## src/rtl/spi_txn_arbiter.sv

```systemverilog
// spi_txn_arbiter: round-robin arbiter that serialises four requesters onto a
// single SPI master. Each grant runs one transaction (start pulse, wait for the
// receive strobe or a timeout), returns a one-cycle ack with the response, and
// then inserts a one-cycle slave-select guard gap before the next grant.
module spi_txn_arbiter #(
   parameter int unsigned bits_size = 8,
   parameter int unsigned TIMEOUT   = 1023
) (
   input  logic                   clk,
   input  logic                   reset_n,
   input  logic [3:0]             req,
   input  logic [7:0]             req_slave,
   input  logic [4*bits_size-1:0] req_data,
   output logic [3:0]             ack,
   output logic [bits_size-1:0]   rsp_data,
   output logic                   rsp_err,
   output logic                   m_tx_start,
   output logic [bits_size-1:0]   m_data_in,
   output logic [1:0]             slave_sel,
   input  logic                   m_rx_done,
   input  logic [bits_size-1:0]   m_data_out,
   output logic                   busy
);

   // WAIT counter runs 0 .. TIMEOUT-1, so clog2(TIMEOUT) bits are enough
   localparam int unsigned CNT_W = (TIMEOUT > 1) ? $clog2(TIMEOUT) : 1;

   localparam logic [2:0] S_IDLE  = 3'd0;
   localparam logic [2:0] S_START = 3'd1;
   localparam logic [2:0] S_WAIT  = 3'd2;
   localparam logic [2:0] S_RESP  = 3'd3;
   localparam logic [2:0] S_GAP   = 3'd4;

   logic [2:0]           r_state;
   logic [2:0]           w_state_next;

   logic [1:0]           r_last;       // last served requester (round-robin pointer)
   logic [1:0]           r_idx;        // requester owning the current transaction
   logic [CNT_W-1:0]     r_cnt;        // cycles spent in WAIT
   logic [3:0]           r_ack;
   logic [bits_size-1:0] r_rsp_data;
   logic                 r_rsp_err;
   logic                 r_tx_start;
   logic [bits_size-1:0] r_data_in;
   logic [1:0]           r_slave_sel;
   logic                 r_busy;

   logic                 w_any;
   logic                 w_found;
   logic [1:0]           w_cand;
   logic [1:0]           w_win;
   logic [bits_size-1:0] w_win_data;
   logic [1:0]           w_win_slave;
   logic                 w_expire;
   logic                 w_done;

   assign w_any       = |req;
   assign w_win_data  = req_data[int'(w_win)*bits_size +: bits_size];
   assign w_win_slave = req_slave[{w_win, 1'b0} +: 2];
   assign w_expire    = (r_cnt == CNT_W'(TIMEOUT - 1));
   // receive strobe only matters while a transfer is outstanding
   assign w_done      = (r_state == S_WAIT) && m_rx_done;

   // Round-robin pick: scan from the requester after the last one served
   always_comb begin
      w_win   = 2'd0;
      w_found = 1'b0;
      w_cand  = 2'd0;
      for (int unsigned k = 1; k <= 4; k++) begin
         w_cand = r_last + 2'(k);
         if (!w_found && req[w_cand]) begin
            w_win   = w_cand;
            w_found = 1'b1;
         end
      end
   end

   // State register
   always_ff @(posedge clk or negedge reset_n) begin
      if (!reset_n) begin
         r_state <= S_IDLE;
      end else begin
         r_state <= w_state_next;
      end
   end

   // Next-state logic
   always_comb begin
      w_state_next = r_state;
      case (r_state)
         S_IDLE: begin
            if (w_any) begin
               w_state_next = S_START;
            end
         end
         S_START: begin
            w_state_next = S_WAIT;
         end
         S_WAIT: begin
            if (w_done || w_expire) begin
               w_state_next = S_RESP;
            end
         end
         S_RESP: begin
            w_state_next = S_GAP;
         end
         S_GAP: begin
            w_state_next = S_IDLE;
         end
         default: begin
            w_state_next = S_IDLE;
         end
      endcase
   end

   // Grant capture, master-side drive and round-robin pointer update
   always_ff @(posedge clk or negedge reset_n) begin
      if (!reset_n) begin
         r_last      <= 2'd3;
         r_idx       <= 2'd0;
         r_cnt       <= '0;
         r_tx_start  <= 1'b0;
         r_data_in   <= '0;
         r_slave_sel <= 2'd0;
         r_busy      <= 1'b0;
      end else begin
         r_tx_start <= (w_state_next == S_START);
         r_busy     <= (w_state_next != S_IDLE);
         // latched values stay put until the next grant, covering START..RESP
         if ((r_state == S_IDLE) && w_any) begin
            r_idx       <= w_win;
            r_data_in   <= w_win_data;
            r_slave_sel <= w_win_slave;
         end
         if (r_state == S_START) begin
            r_cnt <= '0;
         end else if (r_state == S_WAIT) begin
            r_cnt <= r_cnt + CNT_W'(1);
         end
         if (r_state == S_RESP) begin
            r_last <= r_idx;
         end
      end
   end

   // Response outputs: nonzero only for the single RESP cycle
   always_ff @(posedge clk or negedge reset_n) begin
      if (!reset_n) begin
         r_ack      <= 4'd0;
         r_rsp_data <= '0;
         r_rsp_err  <= 1'b0;
      end else begin
         r_ack      <= 4'd0;
         r_rsp_data <= '0;
         r_rsp_err  <= 1'b0;
         if ((r_state == S_WAIT) && (w_state_next == S_RESP)) begin
            r_ack <= 4'(4'b0001 << r_idx);
            if (w_done) begin
               r_rsp_data <= m_data_out;
               r_rsp_err  <= 1'b0;
            end else begin
               r_rsp_data <= '0;
               r_rsp_err  <= 1'b1;
            end
         end
      end
   end

   assign ack        = r_ack;
   assign rsp_data   = r_rsp_data;
   assign rsp_err    = r_rsp_err;
   assign m_tx_start = r_tx_start;
   assign m_data_in  = r_data_in;
   assign slave_sel  = r_slave_sel;
   assign busy       = r_busy;

endmodule

```

## config.mk

```make
export PLATFORM = sky130hd
export DESIGN_NAME = spi_txn_arbiter
export DESIGN_NICKNAME = d
export VERILOG_FILES = /design/src/rtl/spi_txn_arbiter.sv
export SDC_FILE = /design/constraint.sdc
export NUM_CORES = 1
export LEC_CHECK = 0
export ABC_AREA = 1
export BUFFER_PORTS_ARGS = -buffer_cell sky130_fd_sc_hd__buf_2
export CAP_MARGIN = 5
export CELL_PAD_IN_SITES_DETAIL_PLACEMENT = 1
export CELL_PAD_IN_SITES_GLOBAL_PLACEMENT = 2
export CORE_ASPECT_RATIO = 1.2
export CORE_UTILIZATION = 24
export DETAILED_ROUTE_END_ITERATION = 10
export PLACE_DENSITY_LB_ADDON = 0.1
export SLEW_MARGIN = 10
export SYNTH_ARGS = -nofsm -noshare
export SYNTH_HDL_FRONTEND = slang
export SYNTH_SLANG_ARGS = --single-unit
export TNS_END_PERCENT = 100
```

## constraint.sdc

```tcl
create_clock -name clk -period 1.8 [get_ports clk]
set_input_delay 0.36 -clock clk [delete_from_list [all_inputs] [get_ports clk]]
set_output_delay 0.36 -clock clk [all_outputs]
set_load 0.005 [all_outputs]
```

Word level (Yosys, flattened, before mapping) --
Index checks and enable logic that the tools add are counted.
Storage, ports and cells: register bits after elaboration 42, input bits 55, word-level logic and storage cells 67, output and inout port bits 25
Operators by class: $lt $le $gt $ge 4, shift operators 3, equality and inequality tests 6, muxes and demuxes 25, reduce and logical (&&, ||, !) cells 14, add/subtract/negate cells 4
Operator list (count):
- 32-bit by 6-bit indexed part select with 8-bit output | 1
- 10-bit two-way mux | 2
- 8-bit two-way mux | 2
- 2-bit by 3-bit less-than comparator with 1-bit output (second input constant) | 4
- 3-bit case mux with 4 select lines | 1
- 10-bit by 1-bit adder with 10-bit output (second input constant) | 1
- 10-bit equality test (second input constant) | 1
- 3-bit by 2-bit equality test with 1-bit output (second input constant) | 3
- 1-bit two-way mux | 9
- 1-bit binary-select mux with 2-bit select | 4
- 2-bit two-way mux | 4
- 8-bit by 4-bit indexed part select with 2-bit output | 1
- 3-bit by 1-bit equality test with 1-bit output (second input constant) | 2
- 1-bit logical AND | 6
- 3-bit two-way mux | 2
- 2-bit adder (second input constant) | 2
- 4-bit two-way mux | 1
- 4-bit OR reduction | 1
- 1-bit by 2-bit << shifter with 4-bit output (first input constant) | 1
- 1-bit zero test | 3
- 3-bit zero test | 1
- 3-bit nonzero test | 1
- 2-bit by 1-bit adder with 2-bit output (second input constant) | 1
- 2-bit nonzero test | 1
- 1-bit logical OR | 1

Longest topological paths before layout --
depth after elaboration 14, gate-level depth with buffers 16, gate-level depth less buffers 14

Worst setup path after synthesis --
Ideal clock, no wire load.
path kind reg2reg, start point reg r_last[1], end point reg r_data_in[4] (netlist: m_data_in[4]), buffers on the path 2, library setup time 0.118 ns, required time 1.682 ns, clock period less this slack 1.785 ns, stages on the path, launching flop included 16, path slack 0.015 ns, data arrival time 1.667 ns, cells stage by stage dfstp_2 -> buf_4 -> inv_2 -> nand2_1 -> nand2_2 -> nand2_1 -> nand2_2 -> nor2_1 -> nand2_1 -> nand2_2 -> buf_2 -> nand3_1 -> nand3_1 -> nand2_1 -> nand2_1 -> nand2_1
Between the ends: cells in the longest elaborated chain, start to end 14, elaborated cells between the ends (all ways) 25, classes of those cells 3 x add/sub; 1 x shift; 15 x mux; 6 x reduce/logical
RTL lines:
- start, declared | RTL line 37 | logic [1:0] r_last;
- start signal, assigned | RTL line 141 | r_last <= r_idx;
- 2-bit by 1-bit adder with 2-bit output | RTL line 70 | w_cand = r_last + 2'(k);
- 1-bit binary-select mux with 2-bit select | RTL line 71 | if (!w_found && req[w_cand]) begin
- 1-bit two-way mux (implied by the code) | RTL line 71
- 1-bit two-way mux | RTL line 71
- 1-bit zero test | RTL line 71
- 1-bit logical AND | RTL line 71
- 1-bit two-way mux | RTL line 71
- 1-bit zero test | RTL line 71
- 1-bit logical AND | RTL line 71
- 1-bit two-way mux | RTL line 71
- 1-bit zero test | RTL line 71
- 1-bit logical AND | RTL line 71
- 2-bit two-way mux (*) | RTL line 71
- 32-bit by 6-bit indexed part select with 8-bit output (*) | RTL line 58 | assign w_win_data = req_data[int'(w_win)*bits_size +: bits_size];
- end signal, assigned | RTL line 132 | r_data_in <= w_win_data;
- end, declared | RTL line 44 | logic [bits_size-1:0] r_data_in;
Every way passes the cells marked *; elsewhere a longest branch is shown, timed or not. The select of a mux whose other input is x is not followed. A chain may end at the register's enable or synchronous reset.

Worst setup path after layout --
start point reg r_last[0], end point reg r_data_in[4] (netlist: m_data_in[4])
The elaborated chain is that of the path after synthesis.

==> metrics.txt <==
Clock Latency Late Sink=0.28 ns; fin crit period=1.99 ns; Post-DP HPWL=5920 µm; failing checks=setup timing; mux cell area share after synthesis=0%; Bufs on Longest Clock Path=2; RSZ-0062 raised after global routing=true; post-synthesis compound-gate area fraction=5.42%; area grow syn2layout=56.6%; FF-to-FF Start=r_last[0]; max incr delay on CP=0.59 ns; Setup CP Type=reg2reg; All-Layer GR Usage=15.8%; crit start category=flop; Syn. warnings=0; total negative slack=-1.82 ns; MaxCap Viol Count=0; count of cell types in the netlist=27; Syn Area/Cell=6.87 µm²; DIE WIDTH=94.1 µm; DRT Pass-1 Iters=2; simple logic cell fraction of the synthesized area=37.5%; Final Non-Filler Cells=596; worst slew pin tran=0.534 ns; Num CTS Buffers=5; average wire per standard cell=13.1 µm; vias in the first global route=2728; FP Rows=40; flop2flop setup slack=-0.19 ns; via count=2631; Yosys reg bits=42; post-route ant nets=0; Root Driver=clkbuf_16; Adder-Cell Fraction of Synth Area=1.02%; final worst slack=-0.189 ns; Placer Congestion=0.786; largest family of logic cells by synthesized area=simple AND/OR/NAND/NOR gates; P per Cell Area=1950 nW/µm²; first-pass GRT wire length=13000 µm; port bufs=79; Final #Nets=526; CP Capture Type=flop; layout cells sized above 1=42.6%; Synth Net Count=413; Layout Skew=0.00626 ns; Peak VDD IR=600 µV; DRC violations left=0; DRT iter0 DRCs=44; Cells after DPL=573; Max Fclk=503 MHz; GR Overflow Total=0; max-slew violation count=0; core area=9960 µm²; Hold/Removal Path Class=in2async; Worst EP arrival=2.16 ns; critical-path cell list=buf_12 > buf_8 > nand2_4 > nand3_4 > nand2_2 > nor2_2 > nand2_2 > buf_4 > nor2_4 > nor2_4 > buf_6 > nand3_1 > nand2_1 > nand2_1 > nand2_1; slew margin rel.=64.4%; Worst EP required=1.97 ns; Syn Inst Count=356; Leak=0.00212 µW; I/O pins=80; Total Die Area=10600 µm²; CTS Sinks=42; initial antenna violation count=1; Fill cells=1252; status=complete, but fails checks; largest net degree at the start of global routing=43; CTS tree=done; clk slew on worst S/H paths=0.06 ns; CP delay by family, top=simple AND/OR/NAND/NOR gates; final hold vios=0; starting density of the core=24.5%; CP max stage cell=dfstp_2; R2R cell count=15; critical path's most frequent cell=nand2_1; H-tree levels=2; synthesized area=2440 µm²; reg2reg end=m_data_in[4]; final wirelength=7790 µm; n_diodes=0; vias per inst=4.41; WP buf/inv=4; post-synthesis sequential area ratio=43.1%; Setup Viol. Count Final=11; period utilisation layout=111%; Max Fanout on Critical Path=7; height of the die=113 µm; XOR/XNOR share of the synthesized area=0.358%
report_power, final:
| part | internal, µW | total (µW) | switching, µW |
|---|---|---|---|
| Sequential | 1250 | 1460 | 211 |
| Combinational | 2270 | 5010 | 2740 |
| Clock | 654 | 1010 | 357 |
| Total | 4170 | 7480 | 3300 |
how the worst max path moves through the flow:
stage,from,endpoint,slack (ns),cells after the start
final,r_last[0],m_data_in[4],-0.19,15
after global routing,r_last[0],m_data_in[7],-0.31,15
after global placement,r_last[0],m_data_in[5],-0.19,15
after CTS,r_last[0],m_data_in[5],-0.20,15
after detailed placement,r_last[0],m_data_in[5],-0.24,15
after floorplan,r_last[1],m_data_in[4],0.02,15
logic make-up (layout without fill, tap and decap cells):
logic type | count (synthesis) | count (layout)
fa+ha+maj | 2 | 2
buf+inv | 72 | 186
simple gates | 215 | 215
xor+xnor | 1 | 1
compound gates | 24 | 24
flops | 42 | 42
area by class of cell:
cell class                      count  area [µm²]  area share, %
Clock inverter                      2        37.5          0.981
Clock buffer                        6         129           3.37
Inverter                           62         240           6.28
Sequential cell                    42        1050           27.5
Tap cell                          126         158           4.12
Multi-Input combinational cell    242        1410           36.8
Timing Repair Buffer              116         801           20.9
per-layer routing:
layer	global-route usage [%]	up-vias	wire length, µm
li1	-	1330	-
met1	18.8	1247	3320
met2	27.4	43	4030
met3	3.73	9	340
met4	5.54	2	92
met5	0	-	15
placed cells by master (no fill, tap or decap), types with 2 or more instances in the layout:
cell type,count
a21oi_1,5
a21oi_2,2
buf_12,3
buf_2,79
buf_4,21
buf_6,8
buf_8,3
clkbuf_16,6
dfrtp_1,40
dfstp_2,2
ha_1,2
inv_1,58
nand2_1,87
nand2_2,28
nand2_4,12
nand3_1,31
nand3_2,15
nand3_4,2
nand4_1,3
nor2_1,16
nor2_2,2
nor2_4,7
nor3_1,8
o21ai_0,11
o21ai_2,2
o22ai_1,2
cells in the mapped netlist (all sizes together):
master | instances | area [µm²]
dfstp | 2 | 52.6
a21oi | 7 | 35.0
dfrtp | 40 | 1000
clkbuf | 1 | 3.75
clkinv | 1 | 3.75
o32ai | 1 | 8.76
xnor2 | 1 | 8.76
inv | 61 | 229
nand4 | 3 | 18.8
nand2 | 128 | 493
ha | 2 | 25.0
nor2 | 25 | 106
o31ai | 1 | 7.51
buf | 9 | 71.3
nor3 | 9 | 45.0
nor4 | 1 | 6.26
nand3 | 48 | 240
nand3b | 1 | 7.51
o21ai | 13 | 68.8
o22ai | 2 | 12.5
worst reg2reg max path, delay by kind of cell (launching register included):
family,cells,cell delay [ns]
simple gates,11,0.76
buf+inv,4,0.52
flops,1,0.59
per-stage QoR:
step | total power [µW] | worst slack [ns] | utilization (%) | hold slack, ns | area (µm²)
detailed placement | 4930 | -0.239 | 31.5 | 0.473 | 3140
floorplan | 3550 | 0.0153 | - | 0.0644 | 2440
finish | 7480 | -0.189 | 38.4 | 0.145 | 3830
global route | 8130 | -0.306 | 38.4 | 0.200 | 3830
CTS | 6540 | -0.196 | 34.9 | 0.164 | 3470
global placement | 4920 | -0.190 | 31.5 | 0.473 | 3140
registers in the layout, summed over array words and instances, names as in the netlist:
| register | cells |
|---|---|
| slave_sel | 2 |
| r_state | 3 |
| r_last | 2 |
| rsp_err | 1 |
| m_data_in | 8 |
| rsp_data | 8 |
| m_tx_start | 1 |
| ack | 4 |
| busy | 1 |
| r_cnt | 10 |
| r_idx | 2 |
timing repair:
| item | 4_1_cts | 5_1_grt |
|---|---|---|
| gates resized for setup | 24 | 83 |
| endpoints found under the setup margin | 12 | 15 |
| setup buffers | 12 | 3 |
| cloned | 1 | 1 |
| pin swaps | 8 | 41 |
| hold buffers | 0 | 0 |
Power figures use the tool's default switching activity.
